<file path="src/rtl/serial_defs.sv">
// Shared serial-line definitions: receiver/sender state encodings, frame defaults, mid-sample point.
package serial_defs;
    typedef enum logic [2:0] {
        IDLE   = 3'd0,
        START  = 3'd1,
        DATA   = 3'd2,
        PARITY = 3'd3,
        STOP   = 3'd4,
        BREAK  = 3'd5
    } rx_state_t;

    localparam int DEFAULT_SAMPLE_RATIO = 16;
    localparam int DEFAULT_DATA_BITS    = 8;
    localparam int MID_SAMPLE           = DEFAULT_SAMPLE_RATIO / 2;

    function automatic int mid_sample(input int ratio);
        return ratio / 2;
    endfunction
endpackage

</file>
<file path="src/rtl/din_synchronizer.sv">
// Two-flop synchronizer for an asynchronous pin, both stages reset to the idle-high level.
// Latency: 2 clk; no backpressure.
module din_synchronizer (
    input  logic clk,
    input  logic rst,
    input  logic din,
    output logic dout
);
    logic meta_q;
    logic sync_q;

    always_ff @(posedge clk) begin
        if (rst) begin
            meta_q <= 1'b1;
            sync_q <= 1'b1;
        end else begin
            meta_q <= din;
            sync_q <= meta_q;
        end
    end

    assign dout = sync_q;
endmodule

</file>
<file path="src/rtl/oversampled_receiver.sv">
// Oversampling serial receiver, 8N1 (8E1 when RX_PARITY_EN is defined), majority-of-3 bit decisions.
// Latency: 2 clk sync + stop-bit mid-sample; no backpressure, valid/frame_err are one-cycle strobes.
module oversampled_receiver
    import serial_defs::*;
#(
    parameter int SAMPLE_RATIO = DEFAULT_SAMPLE_RATIO,
    parameter int DATA_BITS    = DEFAULT_DATA_BITS
) (
    input  logic                 clk,
    input  logic                 rst,
    input  logic                 din,
    input  logic                 sample_tick,
    output logic [DATA_BITS-1:0] data,
    output logic                 valid,
    output logic                 busy,
    output logic                 frame_err
`ifdef RX_PARITY_EN
    ,
    output logic                 parity_err
`endif
);
    localparam int CNT_W = $clog2(SAMPLE_RATIO);
    localparam int BIT_W = $clog2(DATA_BITS);
    localparam int M     = mid_sample(SAMPLE_RATIO);

    localparam logic [CNT_W-1:0] C_LO   = CNT_W'(M - 1);
    localparam logic [CNT_W-1:0] C_MID  = CNT_W'(M);
    localparam logic [CNT_W-1:0] C_DEC  = CNT_W'(M + 1);
    localparam logic [CNT_W-1:0] C_LAST = CNT_W'(SAMPLE_RATIO - 1);
    localparam logic [BIT_W-1:0] B_LAST = BIT_W'(DATA_BITS - 1);

    logic rx;

    din_synchronizer u_sync (
        .clk  (clk),
        .rst  (rst),
        .din  (din),
        .dout (rx)
    );

    rx_state_t            state_q, state_d;
    logic [CNT_W-1:0]     cnt_q, cnt_d;
    logic [BIT_W-1:0]     bit_idx_q, bit_idx_d;
    logic [DATA_BITS-1:0] shift_q, shift_d;
    logic [1:0]           samp_q, samp_d;
    logic [DATA_BITS-1:0] data_q, data_d;
    logic                 valid_q, valid_d;
    logic                 busy_q, busy_d;
    logic                 frame_err_q, frame_err_d;
`ifdef RX_PARITY_EN
    logic                 par_q, par_d;
    logic                 parity_err_q, parity_err_d;
`endif

    logic [CNT_W-1:0] cnt_inc;
    logic             decision;

    always_comb begin
        cnt_inc  = (cnt_q == C_LAST) ? '0 : cnt_q + CNT_W'(1);
        // Third sample is the live rx at the decision count.
        decision = (samp_q[0] & samp_q[1]) | (samp_q[0] & rx) | (samp_q[1] & rx);

        state_d     = state_q;
        cnt_d       = cnt_q;
        bit_idx_d   = bit_idx_q;
        shift_d     = shift_q;
        samp_d      = samp_q;
        data_d      = data_q;
        valid_d     = 1'b0;
        frame_err_d = 1'b0;
`ifdef RX_PARITY_EN
        par_d        = par_q;
        parity_err_d = 1'b0;
`endif

        if (sample_tick) begin
            if (state_q != IDLE && state_q != BREAK) begin
                cnt_d = cnt_inc;
                if (cnt_q == C_LO)  samp_d[0] = rx;
                if (cnt_q == C_MID) samp_d[1] = rx;
            end

            case (state_q)
                IDLE: begin
                    if (!rx) begin
                        state_d = START;
                        cnt_d   = CNT_W'(1);
                    end
                end
                START: begin
                    if (cnt_q == C_DEC && decision) begin
                        state_d = IDLE;
                        cnt_d   = '0;
                    end else if (cnt_q == C_LAST) begin
                        state_d   = DATA;
                        bit_idx_d = '0;
                    end
                end
                DATA: begin
                    if (cnt_q == C_DEC) shift_d = {decision, shift_q[DATA_BITS-1:1]};
                    if (cnt_q == C_LAST) begin
                        if (bit_idx_q == B_LAST) begin
`ifdef RX_PARITY_EN
                            state_d = PARITY;
`else
                            state_d = STOP;
`endif
                        end else begin
                            bit_idx_d = bit_idx_q + BIT_W'(1);
                        end
                    end
                end
`ifdef RX_PARITY_EN
                PARITY: begin
                    if (cnt_q == C_DEC)  par_d   = decision;
                    if (cnt_q == C_LAST) state_d = STOP;
                end
`endif
                STOP: begin
                    // Leave mid-stop so the next start edge is never missed.
                    if (cnt_q == C_DEC) begin
                        cnt_d = '0;
                        if (decision) begin
                            state_d = IDLE;
                            data_d  = shift_q;
                            valid_d = 1'b1;
`ifdef RX_PARITY_EN
                            parity_err_d = ^{shift_q, par_q};
`endif
                        end else begin
                            state_d     = BREAK;
                            frame_err_d = 1'b1;
                        end
                    end
                end
                BREAK: begin
                    if (rx) state_d = IDLE;
                end
                default: begin
                    state_d = IDLE;
                    cnt_d   = '0;
                end
            endcase
        end

        busy_d = (state_d != IDLE);
    end

    always_ff @(posedge clk) begin
        if (rst) begin
            state_q     <= IDLE;
            cnt_q       <= '0;
            bit_idx_q   <= '0;
            shift_q     <= '0;
            samp_q      <= 2'b11;
            data_q      <= '0;
            valid_q     <= 1'b0;
            busy_q      <= 1'b0;
            frame_err_q <= 1'b0;
`ifdef RX_PARITY_EN
            par_q        <= 1'b0;
            parity_err_q <= 1'b0;
`endif
        end else begin
            state_q     <= state_d;
            cnt_q       <= cnt_d;
            bit_idx_q   <= bit_idx_d;
            shift_q     <= shift_d;
            samp_q      <= samp_d;
            data_q      <= data_d;
            valid_q     <= valid_d;
            busy_q      <= busy_d;
            frame_err_q <= frame_err_d;
`ifdef RX_PARITY_EN
            par_q        <= par_d;
            parity_err_q <= parity_err_d;
`endif
        end
    end

    assign data      = data_q;
    assign valid     = valid_q;
    assign busy      = busy_q;
    assign frame_err = frame_err_q;
`ifdef RX_PARITY_EN
    assign parity_err = parity_err_q;
`endif
endmodule
</file>
<file path="config.mk">
export PLATFORM = sky130hd
export DESIGN_NAME = oversampled_receiver
export DESIGN_NICKNAME = d
export VERILOG_FILES = /design/src/rtl/serial_defs.sv /design/src/rtl/din_synchronizer.sv /design/src/rtl/oversampled_receiver.sv
export SDC_FILE = /design/constraint.sdc
export NUM_CORES = 1
export LEC_CHECK = 0
export CORE_MARGIN = 1.5
export CORE_UTILIZATION = 50
export DETAILED_ROUTE_END_ITERATION = 7
export PLACE_DENSITY = 0.74
export REMOVE_ABC_BUFFERS = 1
export SLEW_MARGIN = 20
export SYNTH_ARGS = -nofsm -noshare
export SYNTH_HDL_FRONTEND = slang
export SYNTH_HIERARCHICAL = 1
export SYNTH_SLANG_ARGS = --single-unit
</file>
<file path="constraint.sdc">
create_clock -name clk -period 3.2 [get_ports clk]
set_input_delay 0.48 -clock clk [delete_from_list [all_inputs] [get_ports clk]]
set_output_delay 0.48 -clock clk [all_outputs]
set_load 0.05 [all_outputs]
</file>
==> run_results.csv <==
group,metric,value,unit
status,outcome,"completed",
cts,cts-resized-gates,0,
worst_setup_path,path_class,"reg -> reg",
die,rows,20,
global_routing,grt_pass1_wl,5.42,mm
run,maxCapViolCount,0,
placed_design,dp_hpwl,2.19,mm
placed_design,dp_cells,211,
yosys,synth_top_area_share,42.5,%
worst_setup_path,cp-start-kind,"flip-flop",
finish,syn2layout_area_growth,15.2,%
pwr,ir_drop,0.260,mV
global_routing,grt_max_degree,36,
yosys,syn_avg_cell_area,9.04,um2
worst_setup_path,crit_path_end_kind,"flip-flop",
worst_setup_path,critPathTopFamily,"simple AND/OR/NAND/NOR gates",
timing,max_slew.worst_pin.slew,573,ps
drt,drtPass1Iterations,4,
yosys,synth_edf_count,0,
global_routing,gr-total-overflow,0,
worst_setup_path,slowest_stage,"dfxtp_1",
pwr,leakage,0.000709,uW
cts,cts_made_buffers,5,
yosys,synthCells,172,
worst_setup_path,path_cells,"nor3b_1 > nand4_1 > mux2i_1 > nor2_1",
worst_setup_path,crit_arrival,2260,ps
yosys,yosys_warnings,6,
die,die_h,58.8,um
yosys,ys_top_cells_by_area,"dfxtp_1, mux2i_1, nor2_1, ha_1, nor3_1",
cts,h-tree-depth,2,
die,core-area,3000,um2
timing,fin_skew,17.9,ps
finish,fin_util,59.7,%
global_routing,grt_util_all_layers,20.8,%
finish,fin_area,1790,um2
drt,num_vias,1304,
finish,diodes,0,
finish,drive_gt1_share,6.45,%
die,die_width,58.8,um
yosys,synth_ff_type,"dfxtp_1",
cts,post_cts_buffers,0,
finish,final_cells,219,
timing,hold_viol,0,
timing,max_freq,0.489,GHz
global_routing,antenna_found_initial,0,
global_routing,grt_pass1_vias,1267,
timing,rsz0062_at_grt,"false",
cts,cts_tree,"built",
worst_setup_path,slowest_delay,560,ps
drt,wirelength,3.14,mm
die,die_area,3450,um2
finish,regArea,661,um2
timing,fin_crit,2050,ps
timing,fin_setup_tns,0,ps
worst_setup_path,required,3410,ps
drt,postRouteAntennaNets,0,
placed_design,gp_congestion,0.869,
placed_design,placed_cell_area,1710,um2
yosys,syn_area,1560,um2
worst_setup_path,worst-path-buf-inv,0,
timing,fin_hold_ws,415,ps
yosys,yosys.cell_types.count,40,
yosys,yosysMostFrequentCell,"dfxtp_1",
finish,fillCellCount,262,
timing,drv_slew,0,
drt,drt_iter0_markers,64,
finish,nNetsFinal,194,
cts,cts.sinks,33,
placed_design,io_buffer_count,14,
yosys,yosys.area.top_type,"dfxtp_1",
drt,drc,0,
drt,wire_per_inst,14.3,um
timing,setup_violations,0,
yosys,ys_seq_area_share,42.5,%
cts,clockRootBuffer,"clkbuf_4",
cts,clk_pin_slew,90,ps
drt,viasPerCell,5.95,
min_path,hold_path.class,"reg -> reg",
timing,slew_headroom,61.7,%
cts,cts_buffer_depth,2,
worst_setup_path,crit_fanout,12,
cts,holdBufCountCts,0,
timing,min_period_over_period,63.9,%
die,io_pins,15,
die,start_util,51.8,%
pwr,power_density,432,nW/um2
yosys,async_reset_ff_share,0,%
yosys,synthTopCellsByCount,"dfxtp_1, nor2_1, mux2i_1, nor3_1, nand2_1",
finish,multi_input_area,846,um2
cts,clock_latency,340,ps
yosys,ys_seq_elements,33,
[final cells by class]
class	instances	area share (%)
multi-input combinational	127	47.2
tap	33	2.30
timing repair buffer	15	8.24
inverter	3	0.628
sequential	33	36.9
clock buffer	7	3.07
clock inverter	1	1.68
[flip-flops by register name, indices dropped and copies added, names as in the netlist]
| name | flops |
|---|---|
| samp_q | 2 |
| bit_idx_q | 3 |
| valid | 1 |
| busy | 1 |
| u_sync/meta_q | 1 |
| frame_err | 1 |
| u_sync/dout | 1 |
| data | 8 |
| cnt_q | 4 |
| shift_q | 8 |
| state_q | 3 |
[layer usage]
metal	wire length, um	GRT usage [%]	part of all wire [%]
met1	1380	24.5	44
met2	1510	33.7	48
met3	158	6.37	5.0
met4	95	11.0	3.0
met5	0	0	0
[cells by family (layout without fill, tap and decap cells)]
| group | after synthesis | after routing | share of synthesized area (%) |
|---|---|---|---|
| xor gates and xnor gates | 1 | 1 | 0.563 |
| and+or+nand+nor | 73 | 73 | 24.0 |
| DFF | 33 | 33 | 42.5 |
| adders and majority gates | 6 | 6 | 4.75 |
| muxes | 18 | 18 | 11.6 |
| AOI/OAI and AO/OA | 29 | 29 | 13.5 |
| buffers and inverters | 12 | 26 | 3.14 |
[stage by stage]
stage	total power, uW	setup WS (ps)
final	774	1150
after global routing	804	962
after CTS	785	1150
after detailed placement	457	866
after global placement	456	904
after floorplan	441	1510
[final timing paths]
path	depth (start not counted)	startpoint	slack, ps	end
max	4	state_q[2]$_SDFF_PP0_	1150	data[1]$_SDFFE_PP0P_
min	1	u_sync/meta_q$_SDFF_PP1_	410	u_sync/dout$_SDFF_PP1_
max reg2reg	4	state_q[2]$_SDFF_PP0_	1150	data[1]$_SDFFE_PP0P_
min reg2reg	1	u_sync/meta_q$_SDFF_PP1_	410	u_sync/dout$_SDFF_PP1_
[layout by cell type, fill, tap and decap left out, drive strengths merged, types with 3 or more instances in the layout]
cell	count
a21oi	8
or2	3
nand4	4
nor2	25
mux2i	18
a221oi	3
nand2b	4
and3b	3
dfxtp	33
nor3b	4
o21ai	5
nand2	9
ha	5
clkdlybuf4s50	14
clkbuf	7
nor3	11
[power by group]
part           internal (uW)  switching (uW)
clock                    187             139
sequential               413            4.01
combinational           12.3            18.6
total                    612             162
Power figures use the tool's default switching activity.
